==> src/rtl/usb_transmitter.sv <==
// Full-speed USB transmitter: SYNC, NRZI with bit stuffing and EOP onto D+/D-,
// fed from a one-byte holding register on a valid/ready byte stream.
module usb_transmitter #(
    parameter int CLOCKS_PER_BIT = 4
) (
    input  logic       clock48,
    input  logic       reset_n,
    input  logic [7:0] tx_data,
    input  logic       tx_valid,
    input  logic       tx_last,
    output logic       tx_ready,
    output logic       usb_tx_d_p,
    output logic       usb_tx_d_n,
    output logic       usb_tx_oe,
    output logic       busy,
    output logic       underrun
);
    localparam int            PW         = (CLOCKS_PER_BIT > 1) ? $clog2(CLOCKS_PER_BIT) : 1;
    localparam logic [PW-1:0] PHASE_LAST = PW'(CLOCKS_PER_BIT - 1);
    localparam logic [PW-1:0] PHASE_ONE  = PW'(1);
    localparam logic [PW-1:0] PHASE_ZERO = PW'(0);

    typedef enum logic [2:0] {
        IDLE    = 3'd0,
        SYNC    = 3'd1,
        DATA    = 3'd2,
        EOP_SE0 = 3'd3,
        EOP_J   = 3'd4
    } state_t;

    state_t        state, state_nx;
    logic [PW-1:0] phase, phase_nx, phase_adv;
    logic [2:0]    bit_cnt, bit_cnt_nx;
    logic [2:0]    stuff_cnt, stuff_cnt_nx;
    logic [7:0]    shifter, shifter_nx;
    logic [7:0]    hold_data, hold_data_nx;
    logic          hold_full, hold_full_nx;
    logic          hold_last, hold_last_nx;
    logic          shift_last, shift_last_nx;
    logic          closed, closed_nx;
    logic          d_p_nx, d_n_nx, oe_nx, busy_nx, underrun_nx;
    logic          accept, phase_end, emit, emit_bit, load;

    // closed marks a packet that can take no more bytes: its last byte was
    // accepted, or it was cut short by an underrun. Only IDLE reopens it.
    assign tx_ready  = !hold_full && !closed;
    assign accept    = tx_valid && tx_ready;
    assign phase_end = (phase == PHASE_LAST);
    assign phase_adv = phase_end ? PHASE_ZERO : (phase + PHASE_ONE);

    // Next-state logic: handshake, bit sequencing, stuffing and line symbol
    always_comb begin
        state_nx      = state;
        phase_nx      = phase_adv;
        bit_cnt_nx    = bit_cnt;
        stuff_cnt_nx  = stuff_cnt;
        shifter_nx    = shifter;
        hold_data_nx  = hold_data;
        hold_full_nx  = hold_full;
        hold_last_nx  = hold_last;
        shift_last_nx = shift_last;
        closed_nx     = closed;
        d_p_nx        = usb_tx_d_p;
        d_n_nx        = usb_tx_d_n;
        oe_nx         = usb_tx_oe;
        busy_nx       = busy;
        underrun_nx   = 1'b0;
        emit          = 1'b0;
        emit_bit      = 1'b0;
        load          = 1'b0;

        if (accept) begin
            hold_data_nx = tx_data;
            hold_full_nx = 1'b1;
            hold_last_nx = tx_last;
            closed_nx    = tx_last;
        end else begin
            hold_full_nx = hold_full;
        end

        case (state)
            IDLE: begin
                phase_nx = PHASE_ZERO;
                if (accept) begin
                    state_nx     = SYNC;
                    oe_nx        = 1'b1;
                    busy_nx      = 1'b1;
                    d_p_nx       = 1'b0;
                    d_n_nx       = 1'b1;
                    bit_cnt_nx   = 3'd0;
                    stuff_cnt_nx = 3'd0;
                end else begin
                    oe_nx   = 1'b0;
                    busy_nx = 1'b0;
                    d_p_nx  = 1'b1;
                    d_n_nx  = 1'b0;
                end
            end
            SYNC: begin
                if (phase_end && (bit_cnt == 3'd7)) begin
                    load = 1'b1;
                end else if (phase_end) begin
                    bit_cnt_nx = bit_cnt + 3'd1;
                    emit       = 1'b1;
                    emit_bit   = (bit_cnt == 3'd6);
                end else begin
                    bit_cnt_nx = bit_cnt;
                end
            end
            DATA: begin
                if (!phase_end) begin
                    bit_cnt_nx = bit_cnt;
                end else if (stuff_cnt == 3'd6) begin
                    d_p_nx       = ~usb_tx_d_p;
                    d_n_nx       = ~usb_tx_d_n;
                    stuff_cnt_nx = 3'd0;
                end else if (bit_cnt != 3'd0) begin
                    emit       = 1'b1;
                    emit_bit   = shifter[0];
                    shifter_nx = {1'b0, shifter[7:1]};
                    bit_cnt_nx = bit_cnt - 3'd1;
                end else if (!shift_last && hold_full) begin
                    load = 1'b1;
                end else begin
                    underrun_nx = !shift_last;
                    closed_nx   = 1'b1;
                    state_nx    = EOP_SE0;
                    d_p_nx      = 1'b0;
                    d_n_nx      = 1'b0;
                    bit_cnt_nx  = 3'd0;
                end
            end
            EOP_SE0: begin
                if (phase_end && (bit_cnt == 3'd1)) begin
                    state_nx = EOP_J;
                    d_p_nx   = 1'b1;
                    d_n_nx   = 1'b0;
                end else if (phase_end) begin
                    bit_cnt_nx = 3'd1;
                end else begin
                    bit_cnt_nx = bit_cnt;
                end
            end
            EOP_J: begin
                if (phase_end) begin
                    state_nx     = IDLE;
                    oe_nx        = 1'b0;
                    busy_nx      = 1'b0;
                    closed_nx    = 1'b0;
                    hold_full_nx = 1'b0;
                end else begin
                    state_nx = EOP_J;
                end
            end
            default: begin
                state_nx     = IDLE;
                phase_nx     = PHASE_ZERO;
                oe_nx        = 1'b0;
                busy_nx      = 1'b0;
                d_p_nx       = 1'b1;
                d_n_nx       = 1'b0;
                closed_nx    = 1'b0;
                hold_full_nx = 1'b0;
            end
        endcase

        if (load) begin
            emit          = 1'b1;
            emit_bit      = hold_data[0];
            shifter_nx    = {1'b0, hold_data[7:1]};
            bit_cnt_nx    = 3'd7;
            shift_last_nx = hold_last;
            hold_full_nx  = 1'b0;
            state_nx      = DATA;
        end else begin
            shift_last_nx = shift_last;
        end

        // NRZI: a 1 holds the line and extends the run, a 0 toggles it
        if (emit && emit_bit) begin
            stuff_cnt_nx = stuff_cnt + 3'd1;
        end else if (emit) begin
            stuff_cnt_nx = 3'd0;
            d_p_nx       = ~usb_tx_d_p;
            d_n_nx       = ~usb_tx_d_n;
        end else begin
            emit_bit = 1'b0;
        end
    end

    // State and output registers with synchronous active-low reset
    always_ff @(posedge clock48) begin
        if (!reset_n) begin
            state      <= IDLE;
            phase      <= PHASE_ZERO;
            bit_cnt    <= 3'd0;
            stuff_cnt  <= 3'd0;
            shifter    <= 8'd0;
            hold_data  <= 8'd0;
            hold_full  <= 1'b0;
            hold_last  <= 1'b0;
            shift_last <= 1'b0;
            closed     <= 1'b0;
            usb_tx_d_p <= 1'b1;
            usb_tx_d_n <= 1'b0;
            usb_tx_oe  <= 1'b0;
            busy       <= 1'b0;
            underrun   <= 1'b0;
        end else begin
            state      <= state_nx;
            phase      <= phase_nx;
            bit_cnt    <= bit_cnt_nx;
            stuff_cnt  <= stuff_cnt_nx;
            shifter    <= shifter_nx;
            hold_data  <= hold_data_nx;
            hold_full  <= hold_full_nx;
            hold_last  <= hold_last_nx;
            shift_last <= shift_last_nx;
            closed     <= closed_nx;
            usb_tx_d_p <= d_p_nx;
            usb_tx_d_n <= d_n_nx;
            usb_tx_oe  <= oe_nx;
            busy       <= busy_nx;
            underrun   <= underrun_nx;
        end
    end
endmodule

==> config.mk <==
export PLATFORM = sky130hd
export DESIGN_NAME = usb_transmitter
export DESIGN_NICKNAME = d
export VERILOG_FILES = /design/src/rtl/usb_transmitter.sv
export SDC_FILE = /design/constraint.sdc
export NUM_CORES = 1
export LEC_CHECK = 0
export BUFFER_PORTS_ARGS = -buffer_cell sky130_fd_sc_hd__buf_2
export CAP_MARGIN = 5
export CORE_MARGIN = 2
export CORE_UTILIZATION = 30
export CTS_CLUSTER_SIZE = 12
export DETAILED_ROUTE_END_ITERATION = 7
export PLACE_DENSITY_LB_ADDON = 0.25
export SKIP_CTS_REPAIR_TIMING = 1
export SYNTH_ARGS = -nofsm -noshare
export SYNTH_HDL_FRONTEND = slang
export SYNTH_SLANG_ARGS = --single-unit
==> constraint.sdc <==
create_clock -name clock48 -period 2.93 [get_ports clock48]
set_input_delay 0.879 -clock clock48 [delete_from_list [all_inputs] [get_ports clock48]]
set_output_delay 0.879 -clock clock48 [all_outputs]
set_load 0.03 [all_outputs]
After elaboration in Yosys (flattened, before gate mapping)
Cells that the tools add are included.

Multiplexer cells: 80. Add/subtract/negate cells: 4. Eq/ne operators: 32. Reduce and logical (&&, ||, !) cells: 30. Bitwise operators: 8.

Operator list (number): two-way mux 3 bit (21); two-way mux 1 bit (42); two-way mux 7 bit (5); inequality test 3 bit (second input constant) (10); inequality test 2 bit (second input constant) (9); inequality test 4 bit (second input constant) (4); one-hot mux 3 bit (5 select lines) (1); AND reduction 7 bit (2); == test 3 bit (second input constant) (4); one-hot mux 3 bit (4 select lines) (1); AND reduction 9 bit (1); OR reduction 3 bit (3); NOT 1 bit (8); one-hot mux 1 bit (2 select lines) (4); one-hot mux 1 bit (4 select lines) (2); AND reduction 4 bit (2); OR reduction 4 bit (2); adder 3 x 1 -> 3 bit (second input constant) (2); == test 3 x 1 -> 1 bit (second input constant) (2); == test 3 x 2 -> 1 bit (second input constant) (2); logical AND 1 bit (6); one-hot mux 1 bit (3 select lines) (2); one-hot mux 3 bit (2 select lines) (1); nonzero test 2 bit (3); other kinds (12) (15).

Logic and storage cells: 169. Output and inout port bits: 6. Flip-flop bits (word level): 34. Input port bits: 12.

Depth between registers and ports, before layout
Gate-level depths: netlist (run 1).

Depth after elaboration: 11. Gate-level depth with buffers: 9. Gate-level depth less buffers: 7.

Worst setup path after synthesis (run 1)
OpenSTA, ideal clock, no wires.

Path kind: input port to flip-flop. Start point: input port tx_valid. End point: register bit_cnt[0]. Setup time: 0.116 ns. Arrival: 1.804 ns. Stages: 5. Path slack: 1.009 ns. Buffers on the path: 0. Required time: 2.814 ns. Path through: nor3b_4 > nand2b_2 > a311oi_4 > nand4_1 > o211a_1.

Cells in the longest elaborated chain, start to end: 3.

RTL lines: from (decl) (line 9) `input logic tx_valid,`; logical AND 1 bit (line 47) `assign accept = tx_valid && tx_ready;`; inequality test 3 bit (no line); AND reduction 9 bit (no line); to (signal assigned) (line 212) `bit_cnt <= bit_cnt_nx;`; to (decl) (line 33) `logic [2:0] bit_cnt, bit_cnt_nx;`.

Every way passes these cells. A chain may end at the register's enable or synchronous reset.

Worst setup path after layout (run 1)
Start point: register bit_cnt[0]. End point: register usb_tx_d_n.

Cells in the longest elaborated chain, start to end: 8. Elaborated cells on any way between the ends: 32. Those cells by class: 3 x eq/ne; 25 x mux; 4 x reduce/logical.

RTL lines: nonzero test 3 bit (line 117) `end else if (bit_cnt != 3'd0) begin`; two-way mux 1 bit (line 117); two-way mux 1 bit (line 113) `end else if (stuff_cnt == 3'd6) begin`; two-way mux 1 bit (line 111) `if (!phase_end) begin`; one-hot mux 1 bit (2 select lines) (line 81) `case (state)`; two-way mux 1 bit (line 167) `if (load) begin`; two-way mux 1 bit or logical AND 1 bit (tied branches) (line 182, 180); two-way mux 1 bit (*) (line 180) `if (emit && emit_bit) begin`; to (signal assigned) (line 221) `usb_tx_d_n <= d_n_nx;`; to (decl) (line 13) `output logic usb_tx_d_n,`.

Mark *: on every way between the ends. The rest lies on a longest branch, timed or not.

==> results of run 1 <==
[synthesized netlist by cell type, drive strengths merged, types with 2 or more instances]
library cell	instances
a311oi	2
nand3b	2
nand3	9
nor3	4
o31ai	2
nand4b	2
a21oi	23
nor2	16
o22ai	2
nor3b	3
buf	8
nand4	2
and2	2
a31oi	2
ha	9
mux2	2
nand2	36
o21ai	6
nand2b	3
dfxtp	34
clkbuf	6
o221ai	2
a211oi	3
a22oi	8
inv	6
a221oi	4
[power by group]
| group | internal, mW | total [mW] | leakage (nW) | switching [mW] |
|---|---|---|---|---|
| clock | 0.189 | 0.365 | 0.0472 | 0.176 |
| combinational | 0.0716 | 0.176 | 0.447 | 0.104 |
| sequential | 0.485 | 0.511 | 0.277 | 0.0267 |
| total | 0.745 | 1.05 | 0.771 | 0.307 |
[state kept, by name (all words and copies together), names as in the netlist]
register and cells:
bit_cnt 3, busy 1, closed 1, hold_data 8, hold_full 1, hold_last 1, phase 2, shift_last 1
shifter 7, state 3, stuff_cnt 3, underrun 1, usb_tx_d_n 1, usb_tx_d_p 1
[cell usage in the layout, fill, tap and decap left out, types with 3 or more instances in the layout]
cell	count
nand2_1	35
dfxtp_1	34
a21oi_1	23
buf_2	17
nor2_1	15
nand3_1	9
ha_1	9
a22oi_1	7
inv_1	6
o21ai_0	6
clkbuf_8	6
nor3_1	4
buf_4	3
[metal layers]
layer  routed length [um]  track usage (%)  vias up
met4                   55            4.000        0
met1                 2106            18.43      723
met3                  115            2.935        8
met2                 1846            22.26       22
met5                    0                0        -
li1                     -                -      799
[kinds of logic after synthesis]
group	synth area share, %
compound gates	24.49
fa+ha+maj	6.106
buf+inv	6.512
flops	36.91
mux	1.221
simple gates	24.76
[metrics by stage]
stage | util (%) | hold slack, ps
after floorplan | - | 398.7
after global placement | 32.97 | 409.7
after detailed placement | 32.97 | 419.0
after CTS | 34.57 | 429.1
after global routing | 34.57 | 453.7
final | 34.57 | 425.0
[critical path: cells and delay by family (launching register included)]
kind,cells,cell delay [ps]
adders and majority gates,1,260
and+or+nand+nor,2,520
buffers and inverters,1,140
AOI/OAI and AO/OA,3,600
DFF,1,350
[path summary, 6_finish.rpt]
check,startpoint,endpoint,depth (start not counted)
worst max-delay path,bit_cnt[0]$_SDFFE_PN0P_,usb_tx_d_n$_SDFF_PN0_,7
worst max register to register,bit_cnt[0]$_SDFFE_PN0P_,usb_tx_d_n$_SDFF_PN0_,7
worst min register to register,phase[0]$_SDFF_PP0_,phase[0]$_SDFF_PP0_,1
worst min-delay path,phase[0]$_SDFF_PP0_,phase[0]$_SDFF_PP0_,1
[area by class of cell]
class	count	area (sq um)
Fill cell	645	3874
Multi-Input combinational cell	159	1044
Tap cell	75	93.84
Timing Repair Buffer	20	107.6
Clock inverter	2	12.51
Inverter	7	26.28
Sequential cell	34	680.7
Clock buffer	6	82.58
==> metrics, run 1 <==
register area share after synthesis=36.91%; die area=6791 sq um; Fmax=0.5038 GHz; Placed Cells=295; Slew HR=61.79%; Crit. End Element=flop; area grow syn2layout=10.99%; WP data arrival=around 2200 ps; setup TNS=0 ps; core box area=between 5000 and 6000 sq um; Worst path slowest cell=dfxtp_1; final worst slack=945.0 ps; deepest clock path buffer count=2; fin cells=303; Seq cells post-synth=34; number of vias per cell=a little over 5; antenna violations before repair=0; IO Pins=18; critical path peak fanout=5; drt total wl=4.124 mm; grt total ovfl=0; Syn Inst Count=roughly 210; share of the synthesized area in the top cell type=36.91%; worst endpoint required time=3100 ps; cts bufs inserted=5; Synth Cell Area=1844 sq um; worst hold path class=reg2reg; fin crit period=1985 ps; Starting Density=a little under a third; fin area=between 2000 and 2500 sq um; ant diodes=0; crit path kind=reg2reg; Global Route Usage Sum=roughly 14%; P per Cell Area=514.0 nW/um^2; CTS HTree Levels=2; Sink Count=34; Leakage=0.7712 nW; number of global-route vias before repair=roughly 1.5k; post-route ant nets=0; Post-synth ARST share=0%; Slew Viols, Final=0; Die Width=82.41 um; top_reg_cell synth=dfxtp_1; DP Area=1952 sq um; Final period util=67.75%; Net Count, Synth=235; Clk Latency, worst-skew pair=290 ps; drt wl/cell=roughly 14 um; Ys Warns=0; Initial DRC Count=a little over 90; Final Hold Fails=0; GPL Wtd Cong=0.7754; syn avg cell area=8.618 sq um; first-pass GRT wire length=about 7.1 mm; DP HPWL=2.950 mm; nets=248; number of flops mapped to enable cells by yosys=0; Die H=82.41 um; final-report setup violation count=0; worst stage delay on the critical path=about 350 ps; Synth area leader=dfxtp_1; via count=1552; Worst setup SP type=flop; root buf cell=clkbuf_8; unrepaired setup endpoints after global routing=no; share of cells above drive strength 1=19.74%; TritonCTS clock tree=done; Tightest Pin Transition=573.2 ps; FF-to-FF setup slack=940 ps; max cap viols=0; pre-CTS setup slack=669.4 ps; Cell variety after synth=55; top post-synthesis cells by area=dfxtp_1 37%, nand2_1 7.1%, a21oi_1 6.2%; Site Rows=28; status=completed; Reg clk slew, reported paths=~70 ps; total power=between 1 and 1.5 mW; peak supply drop=0.2542 mV; Worst Skew=approximately 5.7 ps; largest net degree at the start of global routing=18; Pre-antenna DRT Iters=4; CP Cell Sequence=inv_1, ha_1, nor2b_1, nand2_1, a32o_2, a211oi_2, a221oi_2; DRC violations left=0; I/O Buffers=17
(Power assumes the default switching activity.)
==> run 2, diff against run 1 <==
==> constraint.sdc (replaced) <==
create_clock -name clock48 -period 1.7 [get_ports clock48]
set_input_delay 0.51 -clock clock48 [delete_from_list [all_inputs] [get_ports clock48]]
set_output_delay 0.51 -clock clock48 [all_outputs]
set_load 0.03 [all_outputs]
==> run 2 against run 1 <==
Net effect: the flow now finishes with violations (setup timing); first-iteration DRC count shrank 26%; clock power grew 77%; setup slack lost 960 ps; clock-buffer cell count is the same; clock skew is essentially flat; worst hold slack gained 21 ps; critical endpoint unchanged; highest routed layer unchanged; power grew 88%; critical path type unchanged; maximum frequency grew 16%.
==> metrics, run 2 (synthesis results as in run 1) <==
max FFs per register=8 (unchanged); Crit. End Element=flop; fin crit period=1710 ps (-274.6 ps); Global Route Usage Sum=15.27% (+1.5 points); failing checks=setup timing; Initial DRC Count=67 (-26%); most frequent cells in the layout=36 x buf_4, 34 x nand2_1, 29 x dfxtp_1; crit path from=bit_cnt[1]$_SDFFE_PN0P_; Multi-input gate area=1234 sq um (+18%); post-route ant nets=0 (unchanged); drt wl/cell=14.27 um (+4.8%); Pre-antenna DRT Iters=4 (unchanged); commonest non-fill, non-tap cell in the layout=buf_4; Starting Density=31.15% (unchanged); FF-to-FF setup slack=-10 ps (-960 ps); Fmax=0.5847 GHz (+16%); Final Hold Fails=0 (unchanged); P per Cell Area=777.9 nW/um^2 (+51%); Placed Cells=326 (+11%); Reg clk slew, reported paths=80 ps (about the same); combinational power share=22.5% (+5.8 points); filler cell count=609 (-5.6%); I/O Buffers=17 (unchanged); IO Pins=18 (unchanged); CTS HTree Levels=2 (unchanged); biggest regs=hold_data: 8 flops, shifter: 7 flops; Site Rows=28 (unchanged); Worst setup SP type=flop; final-report setup violation count=1 (+1); via count=1743 (+12%); critical path peak fanout=4 (-1); Reg with most FFs=hold_data; top cell family by delay on the critical path=compound AO/OA/AOI/OAI gates; status=finished with violations; deepest clock path buffer count=2 (unchanged); antenna violations before repair=0 (unchanged); worst stage delay on the critical path=370 ps (+20 ps); number of vias per cell=5.111 (-0.21%); Worst setup endpoint=usb_tx_d_n$_SDFF_PN0_; CP Cell Sequence=inv_4, ha_4, and4bb_2, a22oi_2, a32o_2, buf_6, a221oi_2; Final period util=100.6% (+33 points); register area=691.9 sq um (+1.7%); Sw Share=30.38% (+1.2 points); Die Width=82.41 um (unchanged); Sink Count=34 (unchanged); Die H=82.41 um (unchanged); Slew HR=72.20% (+10 points); area grow syn2layout=37.92%; Leakage=0.9768 nW (+27%); Levels on crit path=7 (unchanged); worst endpoint required time=1910 ps (-1190 ps); Worst Skew=6.061 ps (+0.3579 ps); largest net degree at the start of global routing=27 (+9); hold_ws=445.8 ps (+20.78 ps); r2r startpoint=bit_cnt[1]$_SDFFE_PN0P_; core box area=5921 sq um (unchanged); peak supply drop=0.5432 mV (+110%); drt total wl=4.866 mm (+18%); crit path kind=reg2reg; root buf cell=clkbuf_8; Slew Viols, Final=0 (unchanged); ant diodes=0 (unchanged); Worst path slowest cell=dfxtp_4; die area=6791 sq um (unchanged); DRC violations left=0 (unchanged); TritonCTS clock tree=done; final worst slack=-10.41 ps (-955.4 ps); Seq pwr share=44.9% (-3.7 points); Clk Latency, worst-skew pair=290 ps (about the same); Tightest Pin Transition=416.9 ps (-156.2 ps); nets=286 (+15%); WP data arrival=1920 ps (-240 ps); GPL Wtd Cong=0.7816 (+0.80%); number of global-route vias before repair=1625 (+8.8%); WP buf/inv=2 (+1); unrepaired setup endpoints after global routing=yes; grt total ovfl=0 (unchanged); Psw=0.6012 mW (+96%); share of cells above drive strength 1=44.36% (+25 points); worst hold path class=in2reg; clock network power share=32.7% (-2.0 points); fin cells=341 (+13%); Int Power=1.377 mW (+85%); Reg2Reg Depth=7 (unchanged); first-pass GRT wire length=7.866 mm (+10%); max cap viols=0 (unchanged); cts bufs inserted=5 (unchanged); FF-to-FF End=usb_tx_d_n$_SDFF_PN0_; DP HPWL=3.404 mm (+15%)
-- run 2: changes by cell type in the layout (fill, tap and decap cells not counted), moves of 5 or more --
cell and change:
dfxtp_1 -5, ha_1 -7, a22oi_2 +6, buf_4 +33, a22oi_1 -6
-- run 2: final cells by class --
cell class                      count  share of cell area, %
Clock buffer                        6                  3.246
Multi-Input combinational cell    160                  48.50
Clock inverter                      2                 0.4919
Timing Repair Buffer               57                  15.74
Tap cell                           75                  3.689
Inverter                            7                  1.131
Sequential cell                    34                  27.20
-- run 2: power groups by stage --
stage,clock (mW),sequential [mW],combinational (mW)
finish,0.646,0.888,0.444
global route,0.692,0.894,0.494
CTS,0.657,0.875,0.383
detailed placement,0,0.894,0.381
global placement,0,0.893,0.379
floorplan,0,0.893,0.237
-- run 2: tightest hold or removal path: stages --
cell     delay (ps)
buf_2            90
nand2_1          40
a21oi_1          50
-- run 2: worst min path at each step --
stage / from / end / slack [ps] / cells past startpoint
3_3_place_gp: phase[0]$_SDFF_PP0_ / phase[0]$_SDFF_PP0_ / 410 / 1
4_1_cts: phase[0]$_SDFF_PP0_ / phase[0]$_SDFF_PP0_ / 430 / 1
6_report: tx_data[2] / hold_data[2]$_SDFFE_PN0P_ / 450 / 3
2_1_floorplan: phase[0]$_SDFF_PP0_ / phase[0]$_SDFF_PP0_ / 400 / 1
5_1_grt: tx_data[5] / hold_data[5]$_SDFFE_PN0P_ / 460 / 3
3_5_place_dp: phase[0]$_SDFF_PP0_ / phase[0]$_SDFF_PP0_ / 420 / 1
-- run 2: per-layer routing --
metal / wire length (um) / GRT usage (%) / share of wire [%] / vias to the layer above
met3: 119 / 3.152 / 2.4 / 6
met2: 2298 / 25.00 / 47 / 23
met5: 0 / 0 / 0 / -
li1: - / - / - / 881
met1: 2373 / 20.00 / 49 / 833
met4: 75 / 5.000 / 1.5 / 0
-- run 2: metrics by stage --
step | setup TNS [ps] | total power, mW | setup slack, ps | utilization, % | cell area (sq um)
finish | -10.41 | 1.979 | -10.41 | 42.96 | 2544
CTS | -313.8 | 1.916 | -91.48 | 38.55 | 2282
detailed placement | -312.8 | 1.275 | -67.99 | 36.94 | 2187
global placement | -185.2 | 1.272 | -64.07 | 36.94 | 2187
floorplan | 0 | 1.130 | 26.42 | - | 1847
global route | -309.5 | 2.079 | -77.62 | 42.96 | 2544
